## config.mk

```make
export PLATFORM = sky130hd
export DESIGN_NAME = irq_priority_ctrl
export DESIGN_NICKNAME = d
export VERILOG_FILES = /design/src/rtl/irq_pkg.sv /design/src/rtl/irq_prio_enc.sv /design/src/rtl/irq_priority_ctrl.sv
export SDC_FILE = /design/constraint.sdc
export NUM_CORES = 1
export LEC_CHECK = 0
export CORE_AREA = 2 2 41 43
export CTS_BUF_LIST = sky130_fd_sc_hd__clkbuf_8
export CTS_CLUSTER_DIAMETER = 40
export DETAILED_ROUTE_END_ITERATION = 7
export DIE_AREA = 0 0 43 45
export DONT_BUFFER_PORTS = 1
export GPL_ROUTABILITY_DRIVEN = 0
export GPL_TIMING_DRIVEN = 0
export HOLD_SLACK_MARGIN = 0.15
export PLACE_DENSITY = 0.71
export SYNTH_ARGS = -nofsm -noshare
export SYNTH_HDL_FRONTEND = slang
export SYNTH_SLANG_ARGS = --single-unit
```

## constraint.sdc

```tcl
create_clock -name clock -period 1.05 [get_ports clock]
set_input_delay 0.1575 -clock clock [delete_from_list [all_inputs] [get_ports clock]]
set_output_delay 0.1575 -clock clock [all_outputs]
set_load 0.01 [all_outputs]
```

## src/rtl/irq_pkg.sv

```systemverilog
// Shared types for the interrupt priority controller: arbitration mode and
// request FSM state encodings.
package irq_pkg;

  typedef enum logic {
    ARB_FIXED,
    ARB_RR
  } arb_mode_t;

  typedef enum logic {
    IDLE,
    REQ
  } state_t;

endpackage

```

## src/rtl/irq_prio_enc.sv

```systemverilog
// Combinational rotating priority encoder: first set bit of req scanning from
// ptr upward with wrap, returned as an absolute index.
module irq_prio_enc #(
  parameter int unsigned N_IRQ = 4,
  localparam int unsigned ID_W = $clog2(N_IRQ)
) (
  input  logic [N_IRQ-1:0] req,
  input  logic [ID_W-1:0]  ptr,
  output logic             valid,
  output logic [ID_W-1:0]  id
);

  logic [2*N_IRQ-1:0] dbl;
  logic [N_IRQ-1:0]   rot;
  logic [ID_W-1:0]    pos;
  logic [ID_W:0]      sum;

  // Rotate so ptr lands at bit 0, pick the lowest bit, then rotate back.
  always_comb begin
    dbl   = {req, req} >> ptr;
    rot   = dbl[N_IRQ-1:0];
    valid = |rot;
    pos   = '0;
    for (int i = int'(N_IRQ) - 1; i >= 0; i--) begin
      if (rot[i]) pos = ID_W'(i);
    end
    sum = (ID_W+1)'(pos) + (ID_W+1)'(ptr);
    if (sum >= (ID_W+1)'(N_IRQ)) sum = sum - (ID_W+1)'(N_IRQ);
    id = sum[ID_W-1:0];
  end

endmodule

```

## src/rtl/irq_priority_ctrl.sv

```systemverilog
// N-source registered interrupt controller: pending/overrun latches, masking,
// fixed or round-robin arbitration and a req/ack handshake toward the CPU.
module irq_priority_ctrl
  import irq_pkg::*;
#(
  parameter int unsigned N_IRQ     = 4,
  parameter bit          EDGE_MODE = 1'b1,
  parameter arb_mode_t   ARB_MODE  = ARB_FIXED,
  localparam int unsigned ID_W     = $clog2(N_IRQ)
) (
  input  logic             clock,
  input  logic             reset,
  input  logic [N_IRQ-1:0] irq_in,
  input  logic [N_IRQ-1:0] irq_mask,
  input  logic             irq_ack,
  output logic             irq_req,
  output logic [ID_W-1:0]  irq_id,
  output logic [N_IRQ-1:0] irq_onehot,
  output logic [N_IRQ-1:0] irq_pend,
  output logic [N_IRQ-1:0] irq_ovr
);

  state_t             state, state_d;
  logic [N_IRQ-1:0]   irq_q;
  logic [ID_W-1:0]    rr_ptr, rr_d;
  logic [ID_W-1:0]    id_d;
  logic [N_IRQ-1:0]   onehot_d;
  logic [N_IRQ-1:0]   set_c, clr_c, eligible_c, pend_d, ovr_d;
  logic               hs_c;
  logic [ID_W-1:0]    enc_ptr;
  logic               enc_valid;
  logic [ID_W-1:0]    enc_id;

  assign irq_req = (state == REQ);
  assign enc_ptr = (ARB_MODE == ARB_RR) ? rr_ptr : '0;

  irq_prio_enc #(.N_IRQ(N_IRQ)) u_enc (
    .req   (eligible_c),
    .ptr   (enc_ptr),
    .valid (enc_valid),
    .id    (enc_id)
  );

  // Pending/overrun update; a new set event beats a same-cycle clear.
  always_comb begin
    hs_c       = (state == REQ) && irq_ack;
    set_c      = EDGE_MODE ? (irq_in & ~irq_q) : irq_in;
    clr_c      = hs_c ? (N_IRQ'(1) << irq_id) : '0;
    pend_d     = (irq_pend & ~clr_c) | set_c;
    ovr_d      = (irq_ovr | (EDGE_MODE ? (set_c & irq_pend & ~clr_c) : '0)) & ~clr_c;
    eligible_c = irq_pend & irq_mask;
  end

  // Request FSM: arbitrate in IDLE, hold the grant frozen in REQ until ack.
  always_comb begin
    state_d  = state;
    id_d     = irq_id;
    onehot_d = irq_onehot;
    rr_d     = rr_ptr;
    unique case (state)
      IDLE: begin
        if (enc_valid) begin
          state_d  = REQ;
          id_d     = enc_id;
          onehot_d = N_IRQ'(1) << enc_id;
        end
      end
      REQ: begin
        if (irq_ack) begin
          state_d  = IDLE;
          onehot_d = '0;
          if (ARB_MODE == ARB_RR) begin
            rr_d = (irq_id == ID_W'(N_IRQ - 1)) ? '0 : irq_id + ID_W'(1);
          end
        end
      end
      default: state_d = IDLE;
    endcase
  end

  always_ff @(posedge clock) begin
    if (reset) begin
      state      <= IDLE;
      irq_q      <= '0;
      irq_pend   <= '0;
      irq_ovr    <= '0;
      irq_id     <= '0;
      irq_onehot <= '0;
      rr_ptr     <= '0;
    end else begin
      state      <= state_d;
      irq_q      <= irq_in;
      irq_pend   <= pend_d;
      irq_ovr    <= ovr_d;
      irq_id     <= id_d;
      irq_onehot <= onehot_d;
      rr_ptr     <= rr_d;
    end
  end

  a_onehot: assert property (@(posedge clock) $onehot0(irq_onehot));
  a_id_range: assert property (@(posedge clock) {1'b0, irq_id} < (ID_W+1)'(N_IRQ));
  a_id_stable: assert property (@(posedge clock) disable iff (reset)
                                (irq_req && !irq_ack) |=> $stable(irq_id));

endmodule

```

### Word level (Yosys, flattened, before mapping)

Cells that the tools add are included.
Widths: inputs -> output; s select.

| cells by class | value |
|---|---|
| $add $sub $neg | 1 |
| $lt $le $gt $ge | 1 |
| equal/unequal tests | 2 |
| shift-type cells | 2 |
| multiplexer cells | 12 |
| bitwise operators | 11 |
| reductions and logical operators | 4 |

Operator list:

| kind | number |
|---|---|
| $and 4x4->4 | 6 |
| $mux 4 | 3 |
| $mux 2 | 5 |
| $not 4->4 | 2 |
| $or 4x4->4 | 2 |
| $pmux 4 s2 | 1 |
| $shl 1x2->4 const A | 2 |
| $ne 2x2->1 const B | 2 |
| $reduce_and 2->1 | 2 |
| $reduce_or 4->1 | 1 |
| $ge 2x3->1 const B | 1 |
| $mux 1 | 2 |
| $pmux 1 s2 | 1 |
| $sub 2x1->2 const B | 1 |
| $logic_and 1x1->1 | 1 |
| $not 1->1 | 1 |

| word-level totals | value |
|---|---|
| register bits | 19 |
| input bits | 11 |
| output and inout port bits | 15 |
| logic and storage cells | 39 |

### Longest topological paths before layout

Gate-level depths: netlist of run 1.

| depth | value |
|---|---|
| word-level depth | 10 |
| mapped depth | 5 |
| gate-level depth less buffers | 4 |

### Hierarchy

A second synthesis of run 1 with hierarchy kept.

| second synthesis, totals | value |
|---|---|
| cell total of the unflattened synthesis | 101 |
| area total of the unflattened synthesis | 903.4 um2 |

Modules (own cells, without submodules):

| module | instances | cells each | area each (um2) |
|---|---|---|---|
| irq_priority_ctrl | 1 | 78 | 723.2 |
| irq_prio_enc | 1 | 23 | 180.2 |

### Worst setup path after synthesis of run 1

No wires, ideal clock.

| timing path | value |
|---|---|
| path type | flip-flop to flip-flop |
| start | reg state, in the netlist irq_req |
| end | reg irq_onehot[1] |
| setup time | 0.128 ns |
| data arrival time | 0.973 ns |
| data required time | 0.922 ns |
| setup slack | -0.051 ns |
| cell stages (with the launch flop) | 6 |
| path buffers | 1 |
| cell sequence | dfxtp_1 -> buf_4 -> a21oi_1 -> a21o_1 -> a32oi_1 -> nor2_1 |

| between the ends | value |
|---|---|
| longest elaborated chain between the ends | 3 |
| elaborated cells on any way between the ends | 5 |
| classes of those cells | eq/ne (2); mux (1); bitwise (1); reduce/logical (1) |

Ends and longest elaborated chain:

| what | RTL line | text |
|---|---|---|
| start: declaration | irq_priority_ctrl.sv:23 | `state_t state, state_d;` |
| start signal: assignment | irq_priority_ctrl.sv:91 | `state <= state_d;` |
| $not 1->1 (no source line) | - |  |
| $ne 2x2->1 (no source line) | - |  |
| $reduce_and 2->1 (no source line) | - |  |
| end signal: assignment | irq_priority_ctrl.sv:96 | `irq_onehot <= onehot_d;` |
| end: declaration | irq_priority_ctrl.sv:18 | `output logic [N_IRQ-1:0] irq_onehot,` |

Several ways; a longest one is shown, not always the timed one.
A chain may end at the register's enable or synchronous reset.

### Worst setup path after layout of run 1

| timing path | value |
|---|---|
| start | reg irq_pend[0] |
| end | reg irq_onehot[3] |

| between the ends | value |
|---|---|
| longest elaborated chain between the ends | 7 |
| elaborated cells on any way between the ends | 11 |
| classes of those cells | add/sub (1); order compare (1); eq/ne (1); shift (1); mux (4); bitwise (1); reduce/logical (2) |

Ends and longest elaborated chain:

| what | RTL line | text |
|---|---|---|
| start: declaration | irq_priority_ctrl.sv:19 | `output logic [N_IRQ-1:0] irq_pend,` |
| start signal: assignment | irq_priority_ctrl.sv:93 | `irq_pend <= pend_d;` |
| $and 4x4->4 (*) | irq_priority_ctrl.sv:51 | `eligible_c = irq_pend & irq_mask;` |
| $mux 2 | irq_prio_enc.sv:25 | `if (rot[i]) pos = ID_W'(i);` |
| $ge 2x3->1 / $sub 2x1->2 (equally long branches) | irq_prio_enc.sv:28 | `if (sum >= (ID_W+1)'(N_IRQ)) sum = sum - (ID_W+1)'(N_IRQ);` |
| $mux 2 | irq_prio_enc.sv:28 |  |
| $shl 1x2->4 | irq_priority_ctrl.sv:65 | `onehot_d = N_IRQ'(1) << enc_id;` |
| $mux 4 | irq_priority_ctrl.sv:62 | `if (enc_valid) begin` |
| $pmux 4 s2 | irq_priority_ctrl.sv:60 | `unique case (state)` |

Mark *: on every way between the ends. The rest lies on a longest branch, timed or not. The select of a mux whose other input is x is not followed.

==> impl_metrics.env, run 1 <==
export IMPL_run_status="complete, but fails checks"
export IMPL_violations="negative setup slack"
export IMPL_die_area_mm2=0.00194
export IMPL_post_place_ws_ns=-0.0982
export IMPL_crit_type="register to register"
export IMPL_grt_pass1_vias=636
export IMPL_die_x_um=43
export IMPL_crit_family="compound AO/OA/AOI/OAI gates"
export IMPL_synth_edf_count=0
export IMPL_drive_above_1_share=0.288
export IMPL_numCtsBuffers=3
export IMPL_seqPwrFrac=0.525
export IMPL_antenna_found_initial=0
export IMPL_yosysMostFrequentCell="dfxtp_1"
export IMPL_cts_tree="built"
export IMPL_crit_buf_inv=0
export IMPL_r2r_start="irq_pend[0]$_SDFF_PP0_"
export IMPL_grt_pass1_wl_mm=2.82
export IMPL_final_fill_count=111
export IMPL_hold_viol_final=0
export IMPL_power_density_mw_per_mm2=1580
export IMPL_dp_hpwl_mm=1.17
export IMPL_post_route_period_util=1.13
export IMPL_worstHoldStart="irq_ack"
export IMPL_cpMaxStageDelayCell="dfxtp_4"
export IMPL_grt_max_degree=12
export IMPL_ys_warn_count=0
export IMPL_synth_area_leaders="dfxtp_1 48%, nor2b_1 6.3%, a21oi_1 5.7%"
export IMPL_cp_cell_sequence="a22oi_2, nor2b_4, nand3_1, a31oi_1"
export IMPL_syn_inst=88
export IMPL_wl_per_cell_um=14.4
export IMPL_drt_initial_drc_count=11
export IMPL_period_minus_slack_ns=1.19
export IMPL_slew_headroom=0.667
export IMPL_critPathLaunchType="register"
export IMPL_hold_path_class="primary input to register"
export IMPL_yosysTopAreaCell="dfxtp_1"
export IMPL_grt_usage=0.196
export IMPL_sw_frac_of_total=0.268
export IMPL_path_clk_slew_ns=0.07
export IMPL_p_leak_nw=0.406
export IMPL_p_switching_mw=0.434
export IMPL_slowest_delay_ns=0.38
export IMPL_num_io_pins=26
export IMPL_synth_nets=99
export IMPL_post_route_util=0.697
export IMPL_irDropWorstVdd_v=0.000906
export IMPL_cts_buffer_depth=2
export IMPL_die_h_um=45
export IMPL_cts_sinks=19
export IMPL_synth_ff_type="dfxtp_1"
export IMPL_worst_pin_slew_ns=0.500
export IMPL_initial_utilization=0.536
export IMPL_ys_seq_elements=19
export IMPL_arrival_ns=1.37
export IMPL_ys_seq_area_frac=0.483
export IMPL_grt_overflow=0
export IMPL_pwr_share_clk=0.314
export IMPL_synthTopCellsByCount="19 x dfxtp_1, 11 x nor2_1, 9 x a21oi_1"
export IMPL_critPathCaptureType="register"
export IMPL_avgSynthCellArea_um2=8.96
export IMPL_nets=116
export IMPL_core_area_mm2=0.00147
export IMPL_async_flop_share=0
export IMPL_fmax_ghz=0.841
export IMPL_via_per_inst=5.77
export IMPL_io_buffers=0
export IMPL_maxCapViolCount=0
export IMPL_cts_root_buf="clkbuf_8"
export IMPL_routed_wl_mm=1.73
export IMPL_synth_top_area_frac=0.483
export IMPL_netlist_area_um2=788
export IMPL_combPwrFrac=0.161
export IMPL_ys_types=27
export IMPL_worstPathRequired_ns=1.23
export IMPL_fin_ws_ns=-0.138
export IMPL_htreeDepth=1
export IMPL_rsz0062_at_grt="true"
export IMPL_insertion_delay_ns=0.26
export IMPL_syn2layout_area_growth_pct=30.2
export IMPL_drc=0
export IMPL_report_final_slew_viol_count=0
export IMPL_p_total_mw=1.62
export IMPL_skew_ns=0.00486
export IMPL_finalSetupViolations=7
export IMPL_critPathMaxFanout=6
export IMPL_vias=692
export IMPL_setup_worst_path_start="irq_pend[0]$_SDFF_PP0_"
export IMPL_insertedDiodeCount=0
export IMPL_rows=14
export IMPL_ant_nets=0
export IMPL_internal_power_mw=1.18
export IMPL_reg2reg_setup_slack_ns=-0.14
export IMPL_dr_pass1_iters=4
[state kept, by name, summed over array words and instances (netlist names)]
name        count
irq_q           4
irq_pend        4
irq_ovr         4
irq_onehot      4
irq_id          2
irq_req         1
[per-stage QoR]
stage / setup TNS [ns] / hold slack [ns] / area [µm²] / std cells
2_1_floorplan: -0.00174 / 0.286 / 800 / 88
5_1_grt: -1.23 / 0.131 / 1030 / 120
3_3_place_gp: -0.406 / 0.288 / 820 / 104
4_1_cts: -0.305 / 0.0848 / 965 / 117
3_5_place_dp: -0.456 / 0.294 / 820 / 104
6_report: -0.534 / 0.127 / 1030 / 120
[worst register-to-register path, delay by kind of cell (launching register included)]
family,cells,cell delay (ns)
AOI/OAI and AO/OA,2,0.42
DFF,1,0.38
and+or+nand+nor,2,0.32
[cell families (layout without fill, tap and decap cells)]
kind of cell | count (synthesis) | count (layout) | share of synthesized area
and+or+nand+nor | 42 | 42 | 0.286
AOI/OAI and AO/OA | 22 | 22 | 0.202
DFF | 19 | 19 | 0.483
buffers and inverters | 5 | 21 | 0.0302
[path summary, 6_finish.rpt]
kind | end | cells past startpoint
worst max-delay path | irq_onehot[3]$_SDFFE_PP0P_ | 4
worst min-delay path | irq_pend[3]$_SDFF_PP0_ | 3
worst max register to register | irq_onehot[3]$_SDFFE_PP0P_ | 4
worst min register to register | irq_pend[1]$_SDFF_PP0_ | 3
[placed cells by master (no fill, tap or decap), types with 4 or more instances in the layout]
cell / synthesis / layout
dfxtp_1: 19 / 12
a31oi_1: 4 / 4
nand2_1: 8 / 7
dfxtp_4: 0 / 4
buf_4: 1 / 5
nor2b_1: 8 / 7
a21oi_1: 9 / 9
dlygate4sd3_1: 0 / 5
nor2_1: 11 / 10
[power by group through the flow]
stage	logic, mW	registers (mW)	clock network [mW]
global placement	0.178	0.862	0
global route	0.288	0.858	0.532
finish	0.261	0.849	0.507
floorplan	0.155	0.848	0
CTS	0.226	0.846	0.512
detailed placement	0.180	0.864	0
[layout make-up]
type | count | area (µm²) | share of cell area
Sequential cell | 19 | 399 | 0.389
Timing Repair Buffer | 12 | 110 | 0.107
Clock inverter | 1 | 5.00 | 0.00488
Multi-Input combinational cell | 64 | 423 | 0.412
Clock buffer | 3 | 41.3 | 0.0402
Inverter | 2 | 7.51 | 0.00732
Buffer | 3 | 20.0 | 0.0195
Tap cell | 16 | 20.0 | 0.0195
[layer usage]
metal | global-route usage | wire (µm) | vias to the layer above
met4 | 0.109 | 25 | 0
met5 | 0 | 0 | -
met1 | 0.236 | 762 | 321
met3 | 0.0640 | 110 | 3
met2 | 0.312 | 829 | 19
li1 | - | - | 349
[timing repair]
item	4_1_cts	5_1_grt
pin swaps	4	12
endpoints found under the setup margin	6	11
endpoints found under the hold margin	11	2
hold buffers	4	1
resized for setup	8	8
buffers inserted	5	2
Power figures use the tool's default switching activity.
==> run 2: changes to the inputs <==
--- a/config.mk
+++ b/config.mk
@@ -7,14 +7,14 @@
 export LEC_CHECK = 0
 export CORE_AREA = 2 2 41 43
 export CTS_BUF_LIST = sky130_fd_sc_hd__clkbuf_8
-export CTS_CLUSTER_DIAMETER = 40
+export CTS_CLUSTER_DIAMETER = 50
 export DETAILED_ROUTE_END_ITERATION = 7
 export DIE_AREA = 0 0 43 45
 export DONT_BUFFER_PORTS = 1
 export GPL_ROUTABILITY_DRIVEN = 0
 export GPL_TIMING_DRIVEN = 0
 export HOLD_SLACK_MARGIN = 0.15
-export PLACE_DENSITY = 0.71
+export PLACE_DENSITY = 0.74
 export SYNTH_ARGS = -nofsm -noshare
 export SYNTH_HDL_FRONTEND = slang
 export SYNTH_SLANG_ARGS = --single-unit
==> run 2 against run 1 <==
- the run still ends with negative setup slack left
- power is 1.2% lower
- wire length is 0.93% higher
- first-iteration DRC count shrank 9.1%
- worst hold slack lost 0.038 ns
- design area fell by 2.3%
- via count rose by 0.87%
- fmax grew 1.1%
- setup slack better by 0.013 ns
- critical endpoint is now irq_id[0]$_SDFFE_PP0P_
==> impl_metrics.env, run 2 (synthesized netlist as in run 1, its figures left out) <==
export IMPL_cts_sinks=19
export IMPL_nets=115
export IMPL_grt_usage=0.199
export IMPL_io_buffers=0
export IMPL_crit_type="register to register"
export IMPL_run_status="complete, but fails checks"
export IMPL_whs_ns=0.0894
export IMPL_setup_tns_ns=-0.562
export IMPL_dp_cells=104
export IMPL_worstHoldStart="irq_mask[1]"
export IMPL_dp_hpwl_mm=1.12
export IMPL_whs_path_depth=2
export IMPL_grt_max_degree=11
export IMPL_final_common_cell="dfxtp_1"
export IMPL_num_io_pins=26
export IMPL_reg2reg_setup_slack_ns=-0.13
export IMPL_combPwrFrac=0.160
export IMPL_syn2layout_area_growth_pct=27.1
export IMPL_rows=14
export IMPL_drive_above_1_share=0.252
export IMPL_die_x_um=43
export IMPL_reg2regPathDepth=5
export IMPL_p_switching_mw=0.424
export IMPL_grt_overflow=0
export IMPL_initial_utilization=0.536
export IMPL_htreeDepth=1
export IMPL_finalSetupViolations=8
export IMPL_grt_pass1_wl_mm=2.75
export IMPL_path_clk_slew_ns=0.07
export IMPL_cts_hold_buffers=4
export IMPL_fin_ws_ns=-0.126
export IMPL_holdPathEnd="irq_onehot[1]$_SDFFE_PP0P_"
export IMPL_irDropWorstVdd_v=0.000825
export IMPL_period_minus_slack_ns=1.18
export IMPL_p_leak_nw=0.399
export IMPL_maxCapViolCount=0
export IMPL_power_density_mw_per_mm2=1590
export IMPL_final_fill_count=110
export IMPL_hold_path_class="primary input to register"
export IMPL_grt_pass1_vias=610
export IMPL_vias=698
export IMPL_seqPwrFrac=0.530
export IMPL_worstPathRequired_ns=1.17
export IMPL_internal_power_mw=1.17
export IMPL_drc=0
export IMPL_die_h_um=45
export IMPL_routed_wl_mm=1.74
export IMPL_skew_ns=0.00402
export IMPL_arrival_ns=1.30
export IMPL_violations="negative setup slack"
export IMPL_post_route_period_util=1.12
export IMPL_core_area_mm2=0.00147
export IMPL_critPathMaxFanout=6
export IMPL_die_area_mm2=0.00194
export IMPL_reg2reg_to="irq_id[0]$_SDFFE_PP0P_"
export IMPL_report_final_slew_viol_count=0
export IMPL_p_total_mw=1.60
export IMPL_instances_no_fill=119
export IMPL_rsz0062_at_grt="true"
export IMPL_via_per_inst=5.87
export IMPL_mostFrequentLayoutCells="12 x dfxtp_1, 11 x nor2_1, 9 x a21oi_1"
export IMPL_cts_root_buf="clkbuf_8"
export IMPL_worst_pin_slew_ns=0.449
export IMPL_insertedDiodeCount=0
export IMPL_cts_tree="built"
export IMPL_numCtsBuffers=3
export IMPL_fmax_ghz=0.850
export IMPL_pwr_share_clk=0.310
export IMPL_slew_headroom=0.701
export IMPL_critPathLaunchType="register"
export IMPL_cts_buffer_depth=2
export IMPL_critPathCaptureType="register"
export IMPL_insertion_delay_ns=0.26
export IMPL_sw_frac_of_total=0.265
export IMPL_dr_pass1_iters=5
export IMPL_antenna_found_initial=0
export IMPL_ant_nets=0
export IMPL_hold_viol_final=0
export IMPL_drt_initial_drc_count=10
export IMPL_r2r_start="irq_pend[0]$_SDFF_PP0_"
export IMPL_wl_per_cell_um=14.7
==> run 2: changes by cell type in the layout (fill, tap and decap cells not counted), sizes merged <==
cell         delta
dlygate4sd3     -1
inv             +1
clkinv          -1
==> run 2: what timing repair did <==
item,CTS,global route
setup buffers,6,1
endpoints found under the hold margin,12,5
setup endpoints to repair,7,11
resized for setup,9,4
pin swaps,8,5
==> run 2: layout make-up <==
cell class | instances | area, µm² | area share
Buffer | 3 | 20.0 | 0.0200
Clock buffer | 3 | 41.3 | 0.0412
Clock inverter | 1 | 3.75 | 0.00375
Inverter | 2 | 7.51 | 0.00749
Multi-Input combinational cell | 64 | 410 | 0.409
Sequential cell | 19 | 399 | 0.398
Tap cell | 16 | 20.0 | 0.0200
Timing Repair Buffer | 11 | 100 | 0.0999
==> run 2: through the flow <==
stage	util	instance area [µm²]	setup slack, ns
after floorplan	-	800	-0.00174
after global placement	0.557	820	-0.0791
after detailed placement	0.557	820	-0.102
after CTS	0.662	975	-0.0960
after global routing	0.681	1000	-0.185
final	0.681	1000	-0.126
==> run 2: routing by layer <==
layer  routed length [µm]  GRT usage  vias to the layer above
met5                    0          0                        -
met4                   48      0.145                        0
met3                  123     0.0600                        5
met2                  769      0.303                       29
met1                  802      0.239                      317
li1                     -          -                      347
==> run 2: how the worst max path moves through the flow <==
stage | slack [ns] | depth (start not counted) | end | from
floorplan | -0.002 | 4 | irq_pend[0]$_SDFF_PP0_ | irq_req$_SDFF_PP0_
global placement | -0.08 | 4 | irq_pend[0]$_SDFF_PP0_ | irq_req$_SDFF_PP0_
detailed placement | -0.10 | 4 | irq_onehot[2]$_SDFFE_PP0P_ | irq_pend[0]$_SDFF_PP0_
CTS | -0.1 | 4 | irq_onehot[2]$_SDFFE_PP0P_ | irq_pend[0]$_SDFF_PP0_
global route | -0.18 | 4 | irq_onehot[2]$_SDFFE_PP0P_ | irq_pend[0]$_SDFF_PP0_
finish | -0.13 | 5 | irq_id[0]$_SDFFE_PP0P_ | irq_pend[0]$_SDFF_PP0_
==> run 2: critical path, stage by stage (launching register included) <==
cell      delay [ns]
dfxtp_4         0.38
a22oi_2         0.23
buf_4           0.15
a21o_1          0.13
nand3b_1        0.11
a21oi_1         0.06
==> run 2: power by group through the flow <==
stage / clock network, mW / logic (mW) / registers [mW]
floorplan: 0 / 0.155 / 0.848
global placement: 0 / 0.177 / 0.862
detailed placement: 0 / 0.180 / 0.863
CTS: 0.506 / 0.239 / 0.845
global route: 0.536 / 0.278 / 0.854
finish: 0.495 / 0.255 / 0.848
